`src/rtl/iso14443_rx_deframer_pkg.sv`:
```
// Shared types and helpers for the ISO14443 receive deframer.
// Holds the character FSM states and the COPRDSTAT bit positions.
package iso14443_rx_pkg;

  typedef enum logic [2:0] {
    ST_IDLE,
    ST_START,
    ST_DATA,
    ST_PARITY,
    ST_GAP
  } rx_state_e;

  localparam int STAT_DONE  = 0;
  localparam int STAT_PERR  = 1;
  localparam int STAT_OVF   = 2;
  localparam int STAT_BUSY  = 3;
  localparam int STAT_EMPTY = 4;

  function automatic logic parity_ok(
    input logic [7:0] d,
    input logic       p
  );
    return ^{d, p};
  endfunction

endpackage

```
`src/rtl/iso14443_rx_deframer_fifo.sv`:
```
// Synchronous show-ahead byte FIFO for the receive path.
// Head byte reads as zero while the FIFO is empty.
module rx_byte_fifo #(
  parameter  int DEPTH = 16,
  localparam int AW    = $clog2(DEPTH)
) (
  input  logic          clk,
  input  logic          resetn,
  input  logic          clr,
  input  logic          push,
  input  logic          pop,
  input  logic [7:0]    din,
  output logic [7:0]    dout,
  output logic [AW:0]   count,
  output logic          full,
  output logic          empty
);

  logic [7:0]    mem [DEPTH];
  logic [AW-1:0] wptr;
  logic [AW-1:0] rptr;
  logic          do_push;
  logic          do_pop;

  assign empty   = (count == '0);
  assign full    = (count == (AW+1)'(DEPTH));
  assign do_pop  = pop && !empty;
  // A pop in the same cycle frees the slot, so a full FIFO still accepts.
  assign do_push = push && (!full || do_pop);
  assign dout    = empty ? 8'h00 : mem[rptr];

  always_ff @(posedge clk) begin
    if (!resetn || clr) begin
      wptr  <= '0;
      rptr  <= '0;
      count <= '0;
    end else begin
      if (do_push) wptr <= wptr + 1'b1;
      if (do_pop)  rptr <= rptr + 1'b1;
      unique case ({do_push, do_pop})
        2'b10:   count <= count + 1'b1;
        2'b01:   count <= count - 1'b1;
        default: count <= count;
      endcase
    end
  end

  always_ff @(posedge clk) begin
    if (do_push) mem[wptr] <= din;
  end

endmodule

```
`src/rtl/iso14443_rx_deframer.sv`:
```
// ISO14443 card-side RX deframer: sync, bit timing, character FSM,
// byte FIFO and COPRD/COPRDLN/COPRDSTAT register views.
module iso14443_rx_deframer
  import iso14443_rx_pkg::*;
#(
  parameter int CLKS_PER_ETU = 16,
  parameter int FIFO_DEPTH   = 16,
  parameter int EOF_ETU      = 2
) (
  input  logic       clk_sc,
  input  logic       resetn,
  input  logic       serial_in,
  input  logic       rx_en,
  input  logic       rd_pop,
  output logic [7:0] rd_data,
  output logic [7:0] rd_len,
  output logic [7:0] rd_stat
);

  localparam int EOF_CLKS = EOF_ETU * CLKS_PER_ETU;
  localparam int TMAX     = (EOF_CLKS > CLKS_PER_ETU) ? EOF_CLKS
                                                      : CLKS_PER_ETU;
  localparam int TW       = $clog2(TMAX + 1);
  localparam int AW       = $clog2(FIFO_DEPTH);

  localparam logic [TW-1:0] HALF_M1 = TW'(CLKS_PER_ETU / 2 - 1);
  localparam logic [TW-1:0] ETU_M1  = TW'(CLKS_PER_ETU - 1);
  localparam logic [TW-1:0] EOF_M1  = TW'(EOF_CLKS - 1);

  rx_state_e     state;
  logic          sync1;
  logic          sync2;
  logic          line_q;
  logic          en_q;
  logic [TW-1:0] cnt;
  logic [2:0]    bit_idx;
  logic [7:0]    shreg;
  logic          from_gap;
  logic          push_pend;
  logic          frame_done;
  logic          perr;
  logic          ovf;

  logic          fall;
  logic          en_rise;
  logic          fifo_full;
  logic          fifo_empty;
  logic [AW:0]   fifo_count;
  logic          unused_count;

  assign fall         = line_q & ~sync2;
  assign en_rise      = rx_en & ~en_q;
  assign unused_count = ^fifo_count;

  rx_byte_fifo #(
    .DEPTH (FIFO_DEPTH)
  ) u_fifo (
    .clk    (clk_sc),
    .resetn (resetn),
    .clr    (en_rise),
    .push   (push_pend),
    .pop    (rd_pop),
    .din    (shreg),
    .dout   (rd_data),
    .count  (fifo_count),
    .full   (fifo_full),
    .empty  (fifo_empty)
  );

  always_ff @(posedge clk_sc) begin
    if (!resetn) begin
      sync1      <= 1'b1;
      sync2      <= 1'b1;
      line_q     <= 1'b1;
      en_q       <= 1'b0;
      state      <= ST_IDLE;
      cnt        <= '0;
      bit_idx    <= '0;
      shreg      <= '0;
      from_gap   <= 1'b0;
      push_pend  <= 1'b0;
      frame_done <= 1'b0;
      perr       <= 1'b0;
      ovf        <= 1'b0;
      rd_len     <= '0;
    end else begin
      sync1     <= serial_in;
      sync2     <= sync1;
      line_q    <= sync2;
      en_q      <= rx_en;
      push_pend <= 1'b0;
      cnt       <= cnt + 1'b1;
      if (push_pend && fifo_full && !rd_pop) ovf <= 1'b1;

      unique case (state)
        ST_IDLE: begin
          if (fall && rx_en) begin
            state    <= ST_START;
            cnt      <= '0;
            from_gap <= 1'b0;
            if (frame_done) begin
              frame_done <= 1'b0;
              rd_len     <= '0;
            end
          end
        end
        ST_START: begin
          if (cnt == HALF_M1) begin
            cnt <= '0;
            if (!sync2) begin
              state   <= ST_DATA;
              bit_idx <= '0;
            end else begin
              state <= from_gap ? ST_GAP : ST_IDLE;
            end
          end
        end
        ST_DATA: begin
          if (cnt == ETU_M1) begin
            cnt     <= '0;
            shreg   <= {sync2, shreg[7:1]};
            bit_idx <= bit_idx + 3'd1;
            if (bit_idx == 3'd7) state <= ST_PARITY;
          end
        end
        ST_PARITY: begin
          if (cnt == ETU_M1) begin
            cnt       <= '0;
            push_pend <= 1'b1;
            state     <= ST_GAP;
            if (!parity_ok(shreg, sync2)) perr <= 1'b1;
            if (rd_len != 8'hFF) rd_len <= rd_len + 8'd1;
          end
        end
        ST_GAP: begin
          // cnt doubles as the run length of consecutive idle-high cycles
          if (fall) begin
            state    <= ST_START;
            cnt      <= '0;
            from_gap <= 1'b1;
          end else if (!sync2) begin
            cnt <= '0;
          end else if (cnt == EOF_M1) begin
            frame_done <= 1'b1;
            state      <= ST_IDLE;
            cnt        <= '0;
          end
        end
        default: state <= ST_IDLE;
      endcase

      if (!rx_en) begin
        state <= ST_IDLE;
        cnt   <= '0;
      end
      if (en_rise) begin
        rd_len     <= '0;
        frame_done <= 1'b0;
        perr       <= 1'b0;
        ovf        <= 1'b0;
      end
    end
  end

  always_comb begin
    rd_stat             = '0;
    rd_stat[STAT_DONE]  = frame_done;
    rd_stat[STAT_PERR]  = perr;
    rd_stat[STAT_OVF]   = ovf;
    rd_stat[STAT_BUSY]  = (state != ST_IDLE);
    rd_stat[STAT_EMPTY] = fifo_empty;
  end

endmodule

```
`config.mk`:
```
export PLATFORM = sky130hd
export DESIGN_NAME = iso14443_rx_deframer
export DESIGN_NICKNAME = d
export VERILOG_FILES = /design/src/rtl/iso14443_rx_deframer_pkg.sv /design/src/rtl/iso14443_rx_deframer_fifo.sv /design/src/rtl/iso14443_rx_deframer.sv
export SDC_FILE = /design/constraint.sdc
export NUM_CORES = 1
export LEC_CHECK = 0
export CORE_ASPECT_RATIO = 0.9
export CORE_MARGIN = 10
export CORE_UTILIZATION = 50
export CTS_CLUSTER_SIZE = 20
export DETAILED_ROUTE_END_ITERATION = 8
export GPL_TIMING_DRIVEN = 0
export PLACE_DENSITY = 0.67
export SYNTH_ARGS = -nofsm -noshare
export SYNTH_HDL_FRONTEND = slang
export SYNTH_SLANG_ARGS = --single-unit
```
`constraint.sdc`:
```
create_clock -name clk_sc -period 3.7 [get_ports clk_sc]
set_input_delay 1.11 -clock clk_sc [delete_from_list [all_inputs] [get_ports clk_sc]]
set_output_delay 1.11 -clock clk_sc [all_outputs]
set_load 0.005 [all_outputs]
```
==> results.py, run 1 <==
metrics = {
    "detailed_routing": {
        "drt_iter0_markers": 372,
        "vias": 4530,
        "routed_wl_um": 15800,
        "ant_nets": 0,
        "post_drt_wl_per_cell_um": 19.9,
        "routed_via_density": 5.72,
        "drc_errors": 0,
        "first_pass_iters": 4,
    },
    "global_route": {
        "track_usage": 0.159,
        "grt_use_met3": 0.0476,
        "grt_overflow": 0,
        "globalRoute.busiestLayer": "met2",
        "grt_max_degree": 20,
        "met1_usage": 0.201,
        "use_met2": 0.261,
        "antenna_found_initial": 0,
        "grt_pass1_vias": 4441,
        "grt_pass1_wl_um": 24800,
    },
    "logic_synthesis": {
        "synth-edff-count": 128,
        "netlist.area_leader.share": 0.503,
        "ys_seq_area_frac": 0.644,
        "syn_area_um2": 7650,
        "synthArstFlopShare": 0,
        "yosysTopAreaCell": "edfxtp_1",
        "syn-mean-instance-area_um2": 14.6,
        "ys_ff_latch": 182,
        "synthCells": 524,
        "synthTopCellsByArea": "edfxtp_1 (50%), dfxtp_1 (14%), mux4_2 (12%)",
        "yosys.cell_types.count": 54,
        "yosys_warnings": 0,
        "synth_top_flop_cell": "edfxtp_1",
    },
    "placed_design": {
        "placement.io_buffers": 25,
        "dp_hpwl_um": 10100,
        "gp_congestion": 0.855,
    },
    "setup_path": {
        "worst-setup-path-type": "reg2out",
        "reg2reg_from": "u_fifo.count[1]",
        "crit_top_cell": "mux4_2",
        "cp_cell_sequence": "buf_8, buf_12, buf_4, mux4_2, mux4_2, nor2b_1, dlygate4sd2_1",
        "critPathMaxFanout": 6,
        "cp.required_ps": 2590,
        "crit_slowest_cell": "mux4_2",
        "worst_path_largest_cell_delay_ps": 500,
        "crit_arrival_ps": 2520,
        "end_kind": "output port",
        "cp-start-kind": "flip-flop",
    },
    "sta": {
        "setup_viol": 0,
        "report.final.slew_viol_count": 0,
        "worst_slew_pin_slew_ps": 960,
        "hold_viol_final": 0,
        "fin_skew_ps": 10.3,
        "min_period_ps": 3630,
        "tns_ps": 0,
        "max_slew_margin": 0.356,
        "fmax_mhz": 276,
        "finalCritPeriodShare": 0.981,
        "rsz0062_at_grt": "true",
    },
    "clocking": {
        "insertion_delay_ps": 430,
        "numClockSinks": 182,
        "clk_pin_slew_ps": 70,
        "cts_hold_buf": 0,
        "cts.path.max_buffers": 2,
        "cts_tree": "built",
        "cts-root-buf": "clkbuf_16",
        "cts_max_level": 4,
        "cts_inserted_buffers": 17,
    },
    "floorplanning": {
        "dieWidth_um": 150,
        "rows": 42,
        "ios": 29,
        "core-area_um2": 14900,
        "die-area_um2": 20700,
        "start_util": 0.514,
        "dieHeight_um": 137,
    },
    "hold_path": {
        "hold_class": "reg2reg",
        "hp-start": "sync1",
    },
    "job": {
        "max_cap_violations": 0,
    },
    "power_and_ir_drop": {
        "switching_power_mw": 0.847,
        "pwr_density_cell_nw_per_um2": 445,
        "pwr-share-comb": 0.010,
        "seqPwrFrac": 0.541,
        "clock_power_share": 0.449,
        "p_int_mw": 3.14,
        "ir_worst_vdd_mv": 0.318,
        "power_leakage_nw": 2.99,
        "swShare": 0.212,
    },
    "finish": {
        "n_antenna_cell": 0,
        "drive_gt1_frac": 0.197,
        "area_delta_synth_final_pct": 17.3,
        "finalNetCount": 599,
        "fin_util": 0.603,
    },
    "outcome": {
        "status": "finished, final reports clean",
    },
}
## power by group through the flow
stage	Clock, mW	Sequential (mW)	Combinational (mW)
after floorplan	0	2.20	0.0251
after global placement	0	2.20	0.0390
after detailed placement	0	2.20	0.0392
after CTS	1.82	2.16	0.0396
after global routing	1.90	2.15	0.0451
final	1.79	2.16	0.0402
## routing by layer
layer / vias up / part of all wire
li1: 2094 / -
met1: 2274 / 0.43
met2: 148 / 0.50
met3: 14 / 0.065
met4: 0 / 0.0093
met5: - / 0
## final timing paths
check | slack (ps) | cells after the start | end
max | 70 | 7 | rd_data[4]
min | 430 | 1 | sync2
min reg2reg | 430 | 1 | sync2
max reg2reg | 710 | 12 | u_fifo.count[4]
## flip-flops by register name, summed over array words and instances (netlist names), named ones only
signal        cells
bit_idx           3
u_fifo.count      5
cnt               6
state             3
line_q            1
push_pend         1
u_fifo.mem      128
shreg             8
sync2             1
u_fifo.rptr       4
ovf               1
perr              1
from_gap          1
sync1             1
frame_done        1
en_q              1
u_fifo.wptr       4
rd_len            8
## cell usage after synthesis, types with 3 or more instances
cell type  count
a21boi_0       8
a21oi_1       21
a22oi_1        3
a31oi_1        4
buf_1          5
buf_2          5
buf_4          9
buf_6          3
clkbuf_1      12
dfxtp_1       54
edfxtp_1     128
ha_1          13
inv_1         14
mux2i_1        3
mux4_2        40
nand2_1       37
nand2b_1       6
nand3_1        9
nand3b_1       3
nor2_1        41
nor2b_1       12
nor3_1        10
nor3b_1        3
o21ai_0       12
o31ai_1        4
or3_1          6
or4_1          6
xnor2_1        9
xor2_1        10
## cell families (layout without fill, tap and decap cells)
group	after synthesis	count (layout)	share of synthesized area
AND/OR/NAND/NOR	148	148	0.0983
XOR/XNOR	20	20	0.0247
flip-flops	182	182	0.644
other	1	3	0.000490
buffers and inverters	48	116	0.0317
multiplexers	43	43	0.122
AO/OA/AOI/OAI	69	69	0.0579
adder cells (fa/ha/maj)	13	13	0.0213
## through the flow
stage | instance area, um2 | cells | hold slack, ps | power [mW] | setup WS (ps)
floorplan | 7660 | 526 | 386 | 2.23 | 340
global placement | 8150 | 749 | 401 | 2.24 | -502
detailed placement | 8170 | 749 | 404 | 2.24 | -467
CTS | 8930 | 790 | 434 | 4.01 | -2.32
global route | 8970 | 792 | 455 | 4.10 | -40.8
finish | 8970 | 792 | 429 | 3.99 | 70.2
## worst max-delay path, delay by kind of cell, from the launching register on
kind                   cells  cell delay [ps]
muxes                      2              980
DFF                        1              330
buffers and inverters      4              640
and+or+nand+nor            1              140
## placed cells by master (no fill, tap or decap), drive strengths merged, types with 3 or more instances in the layout
cell	Yosys	layout
clkbuf	12	31
a21boi	8	8
nand3b	3	3
nand2b	6	6
or3	6	6
a22oi	3	3
dfxtp	54	54
clkinv	0	4
ha	13	13
nand3	9	9
nor2b	12	12
mux2i	3	3
a21oi	21	21
buf	22	34
a31oi	4	4
clkdlybuf4s50	0	17
nand2	37	37
inv	14	22
xnor2	9	9
nor3b	3	3
clkdlybuf4s15	0	6
mux4	40	40
o31ai	4	4
xor2	10	10
nor3	11	11
nor2	41	41
edfxtp	128	128
conb	1	3
or4	6	6
o21ai	12	12
## repair_timing
action,in CTS,in global routing
setup buffers,9,2
cloned,1,0
pin swaps,0,0
endpoints found under the setup margin,10,8
gates resized for setup,29,12
## cell type report
cell class | count | area (um2)
tap | 198 | 248
sequential | 182 | 4930
inverter | 14 | 52.6
multi-input combinational | 296 | 2540
timing repair buffer | 37 | 374
clock buffer | 19 | 475
clock inverter | 13 | 124
fill | 1100 | 5900
buffer | 33 | 234
Power figures use the tool's default switching activity.
==> inputs of run 2 (changes only) <==
--- a/config.mk
+++ b/config.mk
@@ -5,12 +5,14 @@
 export SDC_FILE = /design/constraint.sdc
 export NUM_CORES = 1
 export LEC_CHECK = 0
+export ABC_AREA = 1
 export CORE_ASPECT_RATIO = 0.9
 export CORE_MARGIN = 10
 export CORE_UTILIZATION = 50
 export CTS_CLUSTER_SIZE = 20
 export DETAILED_ROUTE_END_ITERATION = 8
 export GPL_TIMING_DRIVEN = 0
+export HOLD_SLACK_MARGIN = 0.06
 export PLACE_DENSITY = 0.67
 export SYNTH_ARGS = -nofsm -noshare
 export SYNTH_HDL_FRONTEND = slang
==> results.py, run 2 <==
metrics = {
    "outcome": {
        "status": "finished, final reports clean",
    },
    "finish": {
        "n_antenna_cell": 0,
        "largest_registers": "u_fifo.mem (128), rd_len (8), shreg (8)",
        "final_cell_mix": "nand2_1 (240), edfxtp_1 (128), nand3_1 (93), nor2_1 (64), a21oi_1 (59)",
        "area_delta_synth_final_pct": 14.4,
        "stdcell_count": 1114,
        "multi_input_area_um2": 2740,
        "largest_reg_flops": 128,
        "regArea_um2": 4930,
        "drive_gt1_frac": 0.109,
        "final_common_cell": "nand2_1",
        "regMostFlops": "u_fifo.mem",
        "nFillCells": 1381,
        "finalNetCount": 912,
    },
    "global_route": {
        "grt_pass1_vias": 5313,
        "grt_max_degree": 21,
        "track_usage": 0.165,
        "grt_pass1_wl_um": 28200,
        "grt_overflow": 0,
        "antenna_found_initial": 0,
    },
    "power_and_ir_drop": {
        "switching_power_mw": 0.897,
        "p_total_mw": 4.20,
        "pwr_density_cell_nw_per_um2": 453,
        "ir_worst_vdd_mv": 0.344,
        "pwr-share-comb": 0.044,
        "clock_power_share": 0.439,
        "power_leakage_nw": 3.46,
        "swShare": 0.214,
        "p_int_mw": 3.30,
        "seqPwrFrac": 0.517,
    },
    "floorplanning": {
        "dieHeight_um": 141,
        "core-area_um2": 16000,
        "ios": 29,
        "start_util": 0.505,
        "rows": 44,
        "die-area_um2": 21700,
        "dieWidth_um": 154,
    },
    "detailed_routing": {
        "post_drt_wl_per_cell_um": 16.0,
        "vias": 5795,
        "drc_errors": 0,
        "routed_wl_um": 17900,
        "routed_via_density": 5.20,
        "ant_nets": 0,
        "drt_iter0_markers": 451,
        "first_pass_iters": 5,
    },
    "sta": {
        "report.final.slew_viol_count": 0,
        "rsz0062_at_grt": "false",
        "fin_skew_ps": 11.7,
        "max_slew_margin": 0.383,
        "hold_viol_final": 0,
        "tns_ps": 0,
        "finalCritPeriodShare": 0.958,
        "worst_slew_pin_slew_ps": 924,
        "whs_ps": 413,
        "min_period_ps": 3540,
        "setup_viol": 0,
        "fmax_mhz": 282,
    },
    "setup_path": {
        "rr_worst_depth": 17,
        "cp_top_family": "buffers and inverters",
        "r2r-end": "u_fifo.count[4]",
        "reg2reg_from": "u_fifo.count[0]",
        "worst_path_largest_cell_delay_ps": 510,
        "cp.required_ps": 2590,
        "rrSetupSlack_ps": 1180,
        "critPathMaxFanout": 10,
        "end_kind": "output port",
        "cp_cell_sequence": "buf_2, inv_1, clkbuf_4, nand3_1, nand2_1, nand2_1, a21oi_1, clkdlybuf4s50_1",
        "crit_arrival_ps": 2430,
        "path_buf_inv": 4,
        "crit_slowest_cell": "clkdlybuf4s50_1",
        "cp-start-kind": "flip-flop",
        "crit_top_cell": "nand2_1",
        "worst-setup-path-type": "reg2out",
    },
    "logic_synthesis": {
        "yosys.cell_types.count": 35,
        "synth-edff-count": 128,
        "yosysTopAreaCell": "edfxtp_1",
        "yosys_warnings": 0,
        "synthCells": 848,
        "syn-mean-instance-area_um2": 9.54,
        "synth_top_flop_cell": "edfxtp_1",
        "netlist.area_leader.share": 0.475,
        "synth.most_common_cell": "nand2_1",
        "ys_seq_area_frac": 0.609,
        "syn_area_um2": 8090,
        "synthArstFlopShare": 0,
        "synthTopCellsByArea": "edfxtp_1 (48%), dfxtp_1 (13%), nand2_1 (11%)",
        "synthTopCellsByCount": "nand2_1 (241), edfxtp_1 (128), nand3_1 (93), nor2_1 (64), a21oi_1 (60)",
        "ys_ff_latch": 182,
    },
    "clocking": {
        "cts.path.max_buffers": 2,
        "postCtsSetupBuffers": 0,
        "cts_tree": "built",
        "cts-root-buf": "clkbuf_16",
        "clk_pin_slew_ps": 70,
        "cts_inserted_buffers": 17,
        "insertion_delay_ps": 420,
        "cts_hold_buf": 0,
        "numClockSinks": 182,
        "cts_max_level": 4,
    },
    "job": {
        "max_cap_violations": 0,
    },
    "placed_design": {
        "placement.io_buffers": 25,
        "placedCellCount": 1082,
        "gp_congestion": 0.886,
        "dp_hpwl_um": 12200,
    },
    "hold_path": {
        "hold-path-cell-count": 1,
        "hp-start": "sync1",
        "hold_class": "reg2reg",
        "worstHoldEndpoint": "sync2",
    },
}
-- run 2: cell type report --
type / instances / share of cell area
clock buffer: 18 / 0.0464
buffer: 36 / 0.0243
inverter: 66 / 0.0273
sequential: 182 / 0.532
timing repair buffer: 25 / 0.0273
clock inverter: 14 / 0.0185
tap: 207 / 0.0280
multi-input combinational: 566 / 0.296
-- run 2: power groups by stage --
stage	Sequential, mW	Combinational, mW	Clock (mW)
2_1_floorplan	2.21	0.143	0
3_3_place_gp	2.22	0.183	0
3_5_place_dp	2.22	0.184	0
4_1_cts	2.17	0.184	1.86
5_1_grt	2.17	0.205	1.95
6_report	2.17	0.183	1.84
-- run 2: per-layer routing --
layer / GRT usage / vias up / routed length (um)
li1: - / 2934 / -
met1: 0.216 / 2664 / 7850
met2: 0.264 / 176 / 8600
met3: 0.0356 / 21 / 1170
met4: 0.0591 / 0 / 249
met5: 0 / - / 0
-- run 2: worst reg2reg max path, delay by kind of cell, from the launching register on --
kind / cells / cell delay [ps]
AOI/OAI and AO/OA: 1 / 140
buffers and inverters: 3 / 190
xor gates and xnor gates: 1 / 200
and+or+nand+nor: 10 / 1110
DFF: 1 / 350
adders and majority gates: 2 / 450
-- run 2: metrics by stage --
step                      setup WS [ps]   util  instance area (um2)
final                               157  0.578                 9260
after global routing               21.4  0.578                 9260
after detailed placement            387  0.537                 8610
after floorplan                    1200      -                 8100
after CTS                          9.78  0.576                 9220
after global placement              388  0.537                 8610
-- run 2: how the worst max path moves through the flow --
stage / cells after the start / to / slack [ps]
final: 8 / rd_data[5] / 160
after floorplan: 14 / u_fifo.count[4] / 1200
after global routing: 10 / rd_data[7] / 20
after detailed placement: 8 / rd_data[3] / 390
after global placement: 8 / rd_data[0] / 390
after CTS: 10 / rd_data[0] / 10
-- run 2: kinds of logic after synthesis --
family                   count (synthesis)  share of synthesized area
AND/OR/NAND/NOR                        437                      0.237
flip-flops                             182                      0.609
AO/OA/AOI/OAI                          102                     0.0679
buffers and inverters                  102                     0.0543
adder cells (fa/ha/maj)                 13                     0.0201
XOR/XNOR                                11                     0.0119
other                                    1                   0.000463
-- run 2: repair_timing --
action | CTS | global route
setup endpoints to repair | 8 | 8
pin swaps | 0 | 2
resized for setup | 7 | 17
==> inputs of run 3 (changes only) <==
--- a/config.mk
+++ b/config.mk
@@ -6,14 +6,16 @@
 export NUM_CORES = 1
 export LEC_CHECK = 0
 export ABC_AREA = 1
+export CELL_PAD_IN_SITES_DETAIL_PLACEMENT = 2
+export CELL_PAD_IN_SITES_GLOBAL_PLACEMENT = 2
 export CORE_ASPECT_RATIO = 0.9
 export CORE_MARGIN = 10
-export CORE_UTILIZATION = 50
+export CORE_UTILIZATION = 39
 export CTS_CLUSTER_SIZE = 20
 export DETAILED_ROUTE_END_ITERATION = 8
 export GPL_TIMING_DRIVEN = 0
 export HOLD_SLACK_MARGIN = 0.06
-export PLACE_DENSITY = 0.67
+export PLACE_DENSITY_LB_ADDON = 0.1
 export SYNTH_ARGS = -nofsm -noshare
 export SYNTH_HDL_FRONTEND = slang
 export SYNTH_SLANG_ARGS = --single-unit
==> results.py, run 3 (same netlist as run 2, synthesis figures left out) <==
metrics = {
    "setup_path": {
        "worst-setup-path-type": "reg2out",
        "crit_top_cell": "nand2_1",
        "critPathMaxFanout": 10,
        "crit_arrival_ps": 2520,
        "end_kind": "output port",
        "crit_slowest_cell": "clkdlybuf4s50_1",
        "cp.required_ps": 2590,
        "cp_cell_sequence": "buf_6, inv_6, buf_6, nand2_1, nand3_1, nand3_1, nand2_1, nand2_1, a21oi_1, clkdlybuf4s50_1",
        "worst_path_largest_cell_delay_ps": 530,
        "cp-start-kind": "flip-flop",
    },
    "power_and_ir_drop": {
        "ir_worst_vdd_mv": 0.297,
        "power_leakage_nw": 3.48,
        "pwr_density_cell_nw_per_um2": 442,
    },
    "detailed_routing": {
        "routed_via_density": 5.38,
        "first_pass_iters": 4,
        "routed_wl_um": 25400,
        "ant_nets": 0,
        "wl_met3_um": 807,
        "wl_met2_um": 13300,
        "vias": 6247,
        "wl_met1_um": 10600,
        "post_drt_wl_per_cell_um": 21.9,
        "drc_errors": 0,
        "dr.max_layer_used": "met4",
        "drt_iter0_markers": 403,
    },
    "clocking": {
        "cts_inserted_buffers": 17,
        "cts-root-buf": "clkbuf_16",
        "clk_pin_slew_ps": 70,
        "numClockSinks": 182,
        "insertion_delay_ps": 440,
        "cts_tree": "built",
        "cts.path.max_buffers": 2,
        "cts_hold_buf": 0,
        "cts_max_level": 4,
    },
    "global_route": {
        "antenna_found_initial": 0,
        "grt_pass1_wl_um": 40200,
        "grt_overflow": 0,
        "grt_pass1_vias": 7129,
        "grt_max_degree": 21,
        "track_usage": 0.197,
    },
    "floorplanning": {
        "core-area_um2": 20200,
        "dieWidth_um": 172,
        "start_util": 0.401,
        "ios": 29,
        "die-area_um2": 26900,
        "dieHeight_um": 157,
        "rows": 49,
    },
    "sta": {
        "fmax_mhz": 275,
        "rsz0062_at_grt": "true",
        "min_period_ps": 3630,
        "finalCritPeriodShare": 0.982,
        "worst_slew_pin_slew_ps": 1000,
        "hold_viol_final": 0,
        "max_slew_margin": 0.331,
        "report.final.slew_viol_count": 0,
        "setup_ws_ps": 66.2,
        "fin_skew_ps": 9.91,
        "setup_viol": 0,
    },
    "outcome": {
        "status": "finished, final reports clean",
    },
    "finish": {
        "fin_util": 0.460,
        "area_delta_synth_final_pct": 14.7,
        "largest_reg_flops": 128,
        "final_common_cell": "nand2_1",
        "finalNetCount": 912,
        "finalInstanceArea_um2": 9280,
        "regMostFlops": "u_fifo.mem",
        "drive_gt1_frac": 0.112,
        "n_antenna_cell": 0,
        "final_cell_mix": "nand2_1 (241), edfxtp_1 (128), nand3_1 (93), nor2_1 (64), a21oi_1 (60)",
        "largest_registers": "u_fifo.mem (128), rd_len (8), shreg (8)",
    },
    "placed_design": {
        "pre_cts_slack_ps": 216,
        "placement.io_buffers": 25,
        "gp_congestion": 0.800,
        "dp_hpwl_um": 18100,
        "postPlaceCellArea_um2": 8670,
    },
    "hold_path": {
        "hold_class": "reg2reg",
    },
    "job": {
        "max_cap_violations": 0,
    },
}
run 3: cell count changes in the layout (fill, tap and decap cells not counted), sizes merged, moves of 2 or more:
| cell | previous run | this run |
|---|---|---|
| clkdlybuf4s50 | 24 | 22 |
| bufinv | 3 | 0 |
| buf | 22 | 25 |
| clkinvlp | 2 | 4 |
run 3: stage by stage:
step                      hold slack [ps]  TNS [ps]  power [mW]  cells
final                                 439         0        4.11   1162
after global routing                  448     -44.9        4.24   1162
after CTS                             443     -6.41        4.14   1162
after global placement                405         0        2.40   1130
after floorplan                       393         0        2.36    850
after detailed placement              418         0        2.41   1130
run 3: metal layers:
metal	track usage	up-vias
met5	0	-
met3	0.0337	43
met4	0.0796	0
met2	0.357	96
met1	0.224	3181
li1	-	2927
run 3: where the power goes:
group          switching (mW)  internal [mW]
logic                   0.129         0.0673
registers              0.0126           2.16
clock network           0.831          0.906
total                   0.973           3.13
run 3: critical path, delay by kind of cell, from the launching register on:
kind	cells	cell delay, ps
AND/OR/NAND/NOR	5	520
flip-flops	1	360
AO/OA/AOI/OAI	1	200
buffers and inverters	4	990
run 3: cell type report:
cell class,instances,area [um2]
Fill cell,2140,10900
Clock inverter,12,95.1
Buffer,36,243
Multi-Input combinational cell,566,2740
Inverter,66,253
Sequential cell,182,4930
Timing Repair Buffer,25,254
Clock buffer,20,457
Tap cell,255,319
run 3: repair_timing:
item | 4_1_cts | 5_1_grt
setup buffers | 0 | 0
pin swaps | 1 | 1
cloned | 0 | 0
setup endpoints to repair | 8 | 6
gates resized for setup | 19 | 11
run 3: final timing paths:
| check | slack [ps] | from | cells after the start | end |
|---|---|---|---|---|
| max | 70 | flip-flop | 10 | rd_data[1] |
| min reg2reg | 440 | sync1 | 1 | sync2 |
| max reg2reg | 1150 | u_fifo.count[0] | 17 | u_fifo.count[4] |
| min | 440 | sync1 | 1 | sync2 |
